==> config.mk <==
export PLATFORM = sky130hd
export DESIGN_NAME = music_box_song_player
export DESIGN_NICKNAME = d
export VERILOG_FILES = /design/src/rtl/music_box_song_player.sv
export SDC_FILE = /design/constraint.sdc
export NUM_CORES = 1
export LEC_CHECK = 0
export BUFFER_PORTS_ARGS = -buffer_cell sky130_fd_sc_hd__buf_2
export CAP_MARGIN = 20
export CORE_MARGIN = 2
export CORE_UTILIZATION = 50
export DETAILED_ROUTE_END_ITERATION = 6
export HOLD_SLACK_MARGIN = 0.05
export PLACE_DENSITY = 0.76
export SLEW_MARGIN = 20
export SYNTH_ARGS = -nofsm -noshare
export SYNTH_HDL_FRONTEND = slang
export SYNTH_SLANG_ARGS = --single-unit
==> constraint.sdc <==
create_clock -name clk -period 5 [get_ports clk]
set_input_delay 1.5 -clock clk [delete_from_list [all_inputs] [get_ports clk]]
set_output_delay 1.5 -clock clk [all_outputs]
set_load 0.02 [all_outputs]
==> src/rtl/music_box_song_player.sv <==
// N-channel ROM-driven song sequencer: fetches per-step freq/amp words into shadow
// registers, commits them atomically, and mixes generator samples into one DAC sample.
module music_box_song_player #(
    parameter int CHANNELS       = 3,
    parameter int FREQ_W         = 14,
    parameter int AMP_W          = 8,
    parameter int OUT_W          = 8,
    parameter int ROM_AW         = 16,
    parameter int ROM_LAT        = 1,
    parameter int SONG_STEPS     = 184,
    parameter int STEP_MS        = 50,
    parameter int SKIP_MIN_STEPS = 20,
    parameter int STATE_ID       = 1
) (
    input  logic                         clk,
    input  logic                         reset_n,
    input  logic [4:0]                   current_state,
    input  logic                         ms_tick,
    input  logic                         loop_en,
    input  logic                         skip_req,
    output logic [ROM_AW-1:0]            rom_addr,
    input  logic [15:0]                  rom_data,
    output logic [CHANNELS*FREQ_W-1:0]   chan_freq,
    output logic [CHANNELS*AMP_W-1:0]    chan_amp,
    input  logic [CHANNELS*AMP_W-1:0]    gen_sample,
    output logic [OUT_W-1:0]             audio_out,
    output logic                         state_complete,
    output logic [15:0]                  step_index
);

    localparam logic [2:0] S_IDLE   = 3'd0;
    localparam logic [2:0] S_FETCH  = 3'd1;
    localparam logic [2:0] S_COMMIT = 3'd2;
    localparam logic [2:0] S_PLAY   = 3'd3;
    localparam logic [2:0] S_DONE   = 3'd4;

    localparam int WORDS = 2 * CHANNELS;
    localparam int KW    = $clog2(WORDS);
    localparam int LW    = $clog2(ROM_LAT + 1);
    localparam int MSW   = $clog2(STEP_MS + 1);
    localparam int MAXW  = (OUT_W > AMP_W) ? OUT_W : AMP_W;
    localparam int SUM_W = MAXW + $clog2(CHANNELS);

    localparam logic [4:0]       ACTIVE_ID = 5'(STATE_ID);
    localparam logic [15:0]      LAST_STEP = 16'(SONG_STEPS - 1);
    localparam logic [15:0]      SKIP_MIN  = 16'(SKIP_MIN_STEPS);
    localparam logic [MSW-1:0]   MS_LAST   = MSW'(STEP_MS - 1);
    localparam logic [KW-1:0]    K_LAST    = KW'(WORDS - 1);
    localparam logic [LW-1:0]    LAT_LAST  = LW'(ROM_LAT);
    localparam logic [SUM_W-1:0] SAT_MAX   = SUM_W'((64'd1 << OUT_W) - 64'd1);

    logic [2:0]        state, state_nxt;
    logic [15:0]       step, step_nxt;
    logic [MSW-1:0]    ms;
    logic [KW-1:0]     word_k;
    logic [LW-1:0]     wait_cnt;
    logic [FREQ_W-1:0] sh_freq [CHANNELS];
    logic [AMP_W-1:0]  sh_amp  [CHANNELS];
    logic              output_active, act_nxt;
    logic              in_state, capture, last_word, boundary, skip_ok;
    logic [ROM_AW-1:0] base_addr;
    logic [SUM_W-1:0]  mix_sum;
    logic [OUT_W-1:0]  mix_sat;
    logic              unused_rom;

    assign unused_rom = ^rom_data;
    assign step_index = step;

    always_comb begin
        in_state  = (current_state == ACTIVE_ID);
        capture   = (state == S_FETCH) && (wait_cnt == LAT_LAST);
        last_word = (word_k == K_LAST);
        boundary  = (state == S_PLAY) && ms_tick && (ms == MS_LAST);
        skip_ok   = skip_req && (step >= SKIP_MIN) &&
                    ((state == S_FETCH) || (state == S_COMMIT) || (state == S_PLAY));
        state_nxt = state;
        step_nxt  = step;
        case (state)
            S_IDLE: begin
                if (in_state) begin
                    state_nxt = S_FETCH;
                    step_nxt  = '0;
                end
            end
            S_FETCH: begin
                if (capture && last_word) state_nxt = S_COMMIT;
            end
            S_COMMIT: state_nxt = S_PLAY;
            S_PLAY: begin
                if (boundary) begin
                    if (step != LAST_STEP) begin
                        step_nxt  = step + 16'd1;
                        state_nxt = S_FETCH;
                    end else if (loop_en) begin
                        step_nxt  = '0;
                        state_nxt = S_FETCH;
                    end else begin
                        state_nxt = S_DONE;
                    end
                end
            end
            S_DONE:  state_nxt = S_DONE;
            default: state_nxt = S_IDLE;
        endcase
        // Skip outranks the step boundary; leaving the controller state outranks both.
        if (skip_ok) begin
            state_nxt = S_DONE;
            step_nxt  = step;
        end
        if (!in_state) begin
            state_nxt = S_IDLE;
            step_nxt  = '0;
        end
        act_nxt = output_active;
        if (state == S_COMMIT) act_nxt = 1'b1;
        if ((state_nxt == S_IDLE) || (state_nxt == S_DONE)) act_nxt = 1'b0;
        base_addr = ROM_AW'(32'(step_nxt) * 32'(WORDS));
    end

    always_comb begin
        mix_sum = '0;
        for (int unsigned i = 0; i < CHANNELS; i++) begin
            mix_sum = mix_sum + SUM_W'(gen_sample[i*AMP_W +: AMP_W]);
        end
        mix_sat = (mix_sum > SAT_MAX) ? '1 : OUT_W'(mix_sum);
    end

    always_ff @(posedge clk or negedge reset_n) begin
        if (!reset_n) begin
            state          <= S_IDLE;
            step           <= '0;
            ms             <= '0;
            word_k         <= '0;
            wait_cnt       <= '0;
            output_active  <= 1'b0;
            rom_addr       <= '0;
            chan_freq      <= '0;
            chan_amp       <= '0;
            audio_out      <= '0;
            state_complete <= 1'b0;
            for (int unsigned i = 0; i < CHANNELS; i++) begin
                sh_freq[i] <= '0;
                sh_amp[i]  <= '0;
            end
        end else begin
            state          <= state_nxt;
            step           <= step_nxt;
            output_active  <= act_nxt;
            audio_out      <= act_nxt ? mix_sat : '0;
            state_complete <= (state_nxt == S_DONE);
            if ((state_nxt == S_IDLE) || (state_nxt == S_DONE)) begin
                chan_freq <= '0;
                chan_amp  <= '0;
                ms        <= '0;
                word_k    <= '0;
                wait_cnt  <= '0;
            end else if ((state_nxt == S_FETCH) && (state != S_FETCH)) begin
                rom_addr <= base_addr;
                word_k   <= '0;
                wait_cnt <= '0;
                ms       <= '0;
            end else begin
                case (state)
                    S_FETCH: begin
                        if (capture) begin
                            for (int unsigned i = 0; i < CHANNELS; i++) begin
                                if (word_k == KW'(2 * i))     sh_freq[i] <= rom_data[FREQ_W-1:0];
                                if (word_k == KW'(2 * i + 1)) sh_amp[i]  <= rom_data[AMP_W-1:0];
                            end
                            wait_cnt <= '0;
                            if (!last_word) begin
                                word_k   <= word_k + KW'(1);
                                rom_addr <= rom_addr + ROM_AW'(1);
                            end
                        end else begin
                            wait_cnt <= wait_cnt + LW'(1);
                        end
                    end
                    S_COMMIT: begin
                        for (int unsigned i = 0; i < CHANNELS; i++) begin
                            chan_freq[i*FREQ_W +: FREQ_W] <= sh_freq[i];
                            chan_amp[i*AMP_W +: AMP_W]    <= sh_amp[i];
                        end
                        ms <= '0;
                    end
                    S_PLAY: begin
                        if (ms_tick) ms <= ms + MSW'(1);
                    end
                    default: ;
                endcase
            end
        end
    end

endmodule

==> flow_metrics.tcl <==
set metrics [dict create \
    status "finished clean" \
    crit_required_ns 5.31 \
    cellPowerDensity_mw_per_mm2 280 \
    insertion_delay_ns 0.43 \
    cts_max_path_buffers 2 \
    synth_common_cells "dfrtp_1, a22o_1, mux2_2" \
    netlist.area_leader.share_pct 50.0 \
    synth-seq-area-share_pct 50.0 \
    drc 0 \
    rows 50 \
    synth_area_leader_cell "dfrtp_1" \
    cts_resized 0 \
    gr-total-overflow 0 \
    synth_seq_cells 187 \
    synthFlopType "dfrtp_1" \
    r2r-start "step_index[11]" \
    grt_setup_unrepaired "no" \
    postRouteAntennaNets 0 \
    grt_pass1_vias 6847 \
    ff2ff_setup_slack_ns 0.53 \
    fin_worst_skew_ns 0.0101 \
    placed_area_sq_mm 0.0105 \
    die_x_um 141 \
    hold_path_class "register to register" \
    post-route-period-util_pct 93.2 \
    min_period_ns 4.66 \
    cts_max_level 4 \
    worstMarginPinSlew_ns 0.942 \
    cts.sinks 187 \
    post_cts_buffers 0 \
    synth_edf_count 0 \
    yosysMostFrequentCell "dfrtp_1" \
    dr.pass1.iters 5 \
    peakVddDrop_uv 231 \
    drv_cap 0 \
    hpwl_um 15400 \
    drive_gt1_share_pct 31.5 \
    root_buffer "clkbuf_16" \
    power.total_mw 3.11 \
    cts_tree "built" \
    synth_warnings 0 \
    postRouteWirelength_um 21800 \
    worstSetupStartpointType "primary input" \
    crit_arrival_ns 4.97 \
    async_flop_share_pct 100 \
    final_area_sq_mm 0.0111 \
    hold-path-cell-count 1 \
    path_class "primary input to register" \
    die-area_sq_mm 0.0198 \
    grt_max_degree 131 \
    via_per_inst 5.90 \
    cts.clk_slew.worst_paths_ns 0.08 \
    die_y_um 141 \
    cts_buffers 17 \
    holdBufCountCts 0 \
    synth_cells 819 \
    rr_worst_depth 16 \
    synth.avg_cell_area_sq_um 11.4 \
    ios 157 \
    min_delay_worst_endpoint "chan_freq[8]" \
    netlist_area_sq_mm 0.00935 \
    setup_viol 0 \
    slew_headroom_pct 37.2 \
    nets 1069 \
    dr.first_iter.drc_count 452 \
    port_buffers 154 \
    antennaDiodeCount 0 \
    grt_pass1_wl_um 35600 \
    p_leak_nw 5.61 \
    synth_cell_types 82 \
    core_area_sq_mm 0.0185 \
    rr_endpoint "rom_addr[14]" \
    synthTopCellsByArea "dfrtp_1, mux2_2, a22o_1, ha_1, a21oi_1" \
    min_from "sh_freq[36]" \
    num_vias 7257 \
    antenna_found_initial 0 \
    gp_congestion 0.908 \
    fmax_mhz 215 \
    drv_slew 0 \
    syn2layout_area_growth_pct 18.8 \
    crit_fanout 4 \
    end_kind "register" \
    syn-num-nets 905 \
    finalSetupTns_ns 0 \
    post_drt_wl_per_cell_um 17.8 \
    initial_core_util_pct 50.5 \
    worst_setup_path_startpoint "ms_tick" \
    track_usage_pct 22.4 \
    hold_viol 0 \
]
-- metal layers --
metal	share of wire, %	global-route usage (%)
met5	0	0
met4	1.5	6.00
met3	5.3	5.30
met2	49	36.2
met1	44	30.7
-- worst max-delay path, cell delays in order --
cell and delay, ns:
buf_2 0.11, nand4bb_1 0.13, nor3_1 0.24, o21ai_0 0.17, a31oi_1 0.25, nor2_1 0.07
o21a_1 0.23, ha_1 0.25, fa_1 0.40, a21oi_1 0.22, nand2b_1 0.15, nor3_1 0.06
a311oi_2 0.25, nand3_1 0.19, a31o_1 0.29, a41oi_2 0.19, xor2_1 0.17, o21ai_1 0.08
-- worst max path at each step --
stage / end / slack, ns / depth (start not counted)
finish: rom_addr[14] / 0.34 / 18
global route: rom_addr[12] / 0.05 / 18
CTS: rom_addr[14] / 0.34 / 18
detailed placement: rom_addr[14] / -0.05 / 18
global placement: rom_addr[14] / 0.05 / 18
floorplan: rom_addr[14] / 0.24 / 17
-- metrics by stage --
| stage | hold slack, ns | utilization [%] | cells | setup WS, ns |
|---|---|---|---|---|
| after detailed placement | 0.473 | 56.5 | 1198 | -0.0515 |
| after CTS | 0.486 | 60.0 | 1230 | 0.343 |
| after global placement | 0.466 | 56.5 | 1198 | 0.0528 |
| after floorplan | 0.459 | - | 819 | 0.241 |
| final | 0.489 | 60.0 | 1230 | 0.340 |
| after global routing | 0.499 | 60.0 | 1230 | 0.0514 |
-- cell type report --
class	instances	area (sq um)
inverter	20	75.1
fill	1509	7400
multi-input combinational	569	4390
clock inverter	15	223
tap	234	293
clock buffer	17	425
timing repair buffer	188	1040
sequential	187	4680
-- sequential cells by signal, indices dropped and copies added, names as in the netlist, 3 cells and up --
| register | count |
|---|---|
| ms | 6 |
| chan_freq | 42 |
| step_index | 16 |
| sh_amp | 24 |
| word_k | 3 |
| rom_addr | 16 |
| state | 3 |
| chan_amp | 24 |
| audio_out | 8 |
| sh_freq | 42 |
-- cells in the final DEF (no fill, tap or decap), types with 12 or more instances in the layout --
cell type / n
o21ai_0: 24
a22o_1: 64
a21oi_1: 44
nand3_1: 27
a31oi_1: 12
inv_1: 18
nor2_1: 38
buf_4: 34
nor3_1: 16
nand2_1: 56
o21ai_1: 12
o21a_1: 13
clkbuf_16: 17
and3_1: 21
buf_2: 153
ha_1: 26
mux2_2: 62
dfrtp_1: 187
-- where the power goes --
group / internal, mW / leakage, nW / total (mW) / switching [mW]
clock: 0.777 / 0.314 / 1.43 / 0.654
sequential: 1.51 / 2.61 / 1.51 / 0.00201
combinational: 0.0600 / 2.68 / 0.163 / 0.103
total: 2.35 / 5.61 / 3.11 / 0.759
-- cells by family after synthesis --
family	count (synthesis)	share of synthesized area, %
buf+inv	63	3.22
fa+ha+maj	36	5.62
xor+xnor	19	1.78
simple gates	216	12.4
compound gates	229	18.7
flops	187	50.0
mux	69	8.27
No activity file was read; power rests on OpenSTA's default activity.
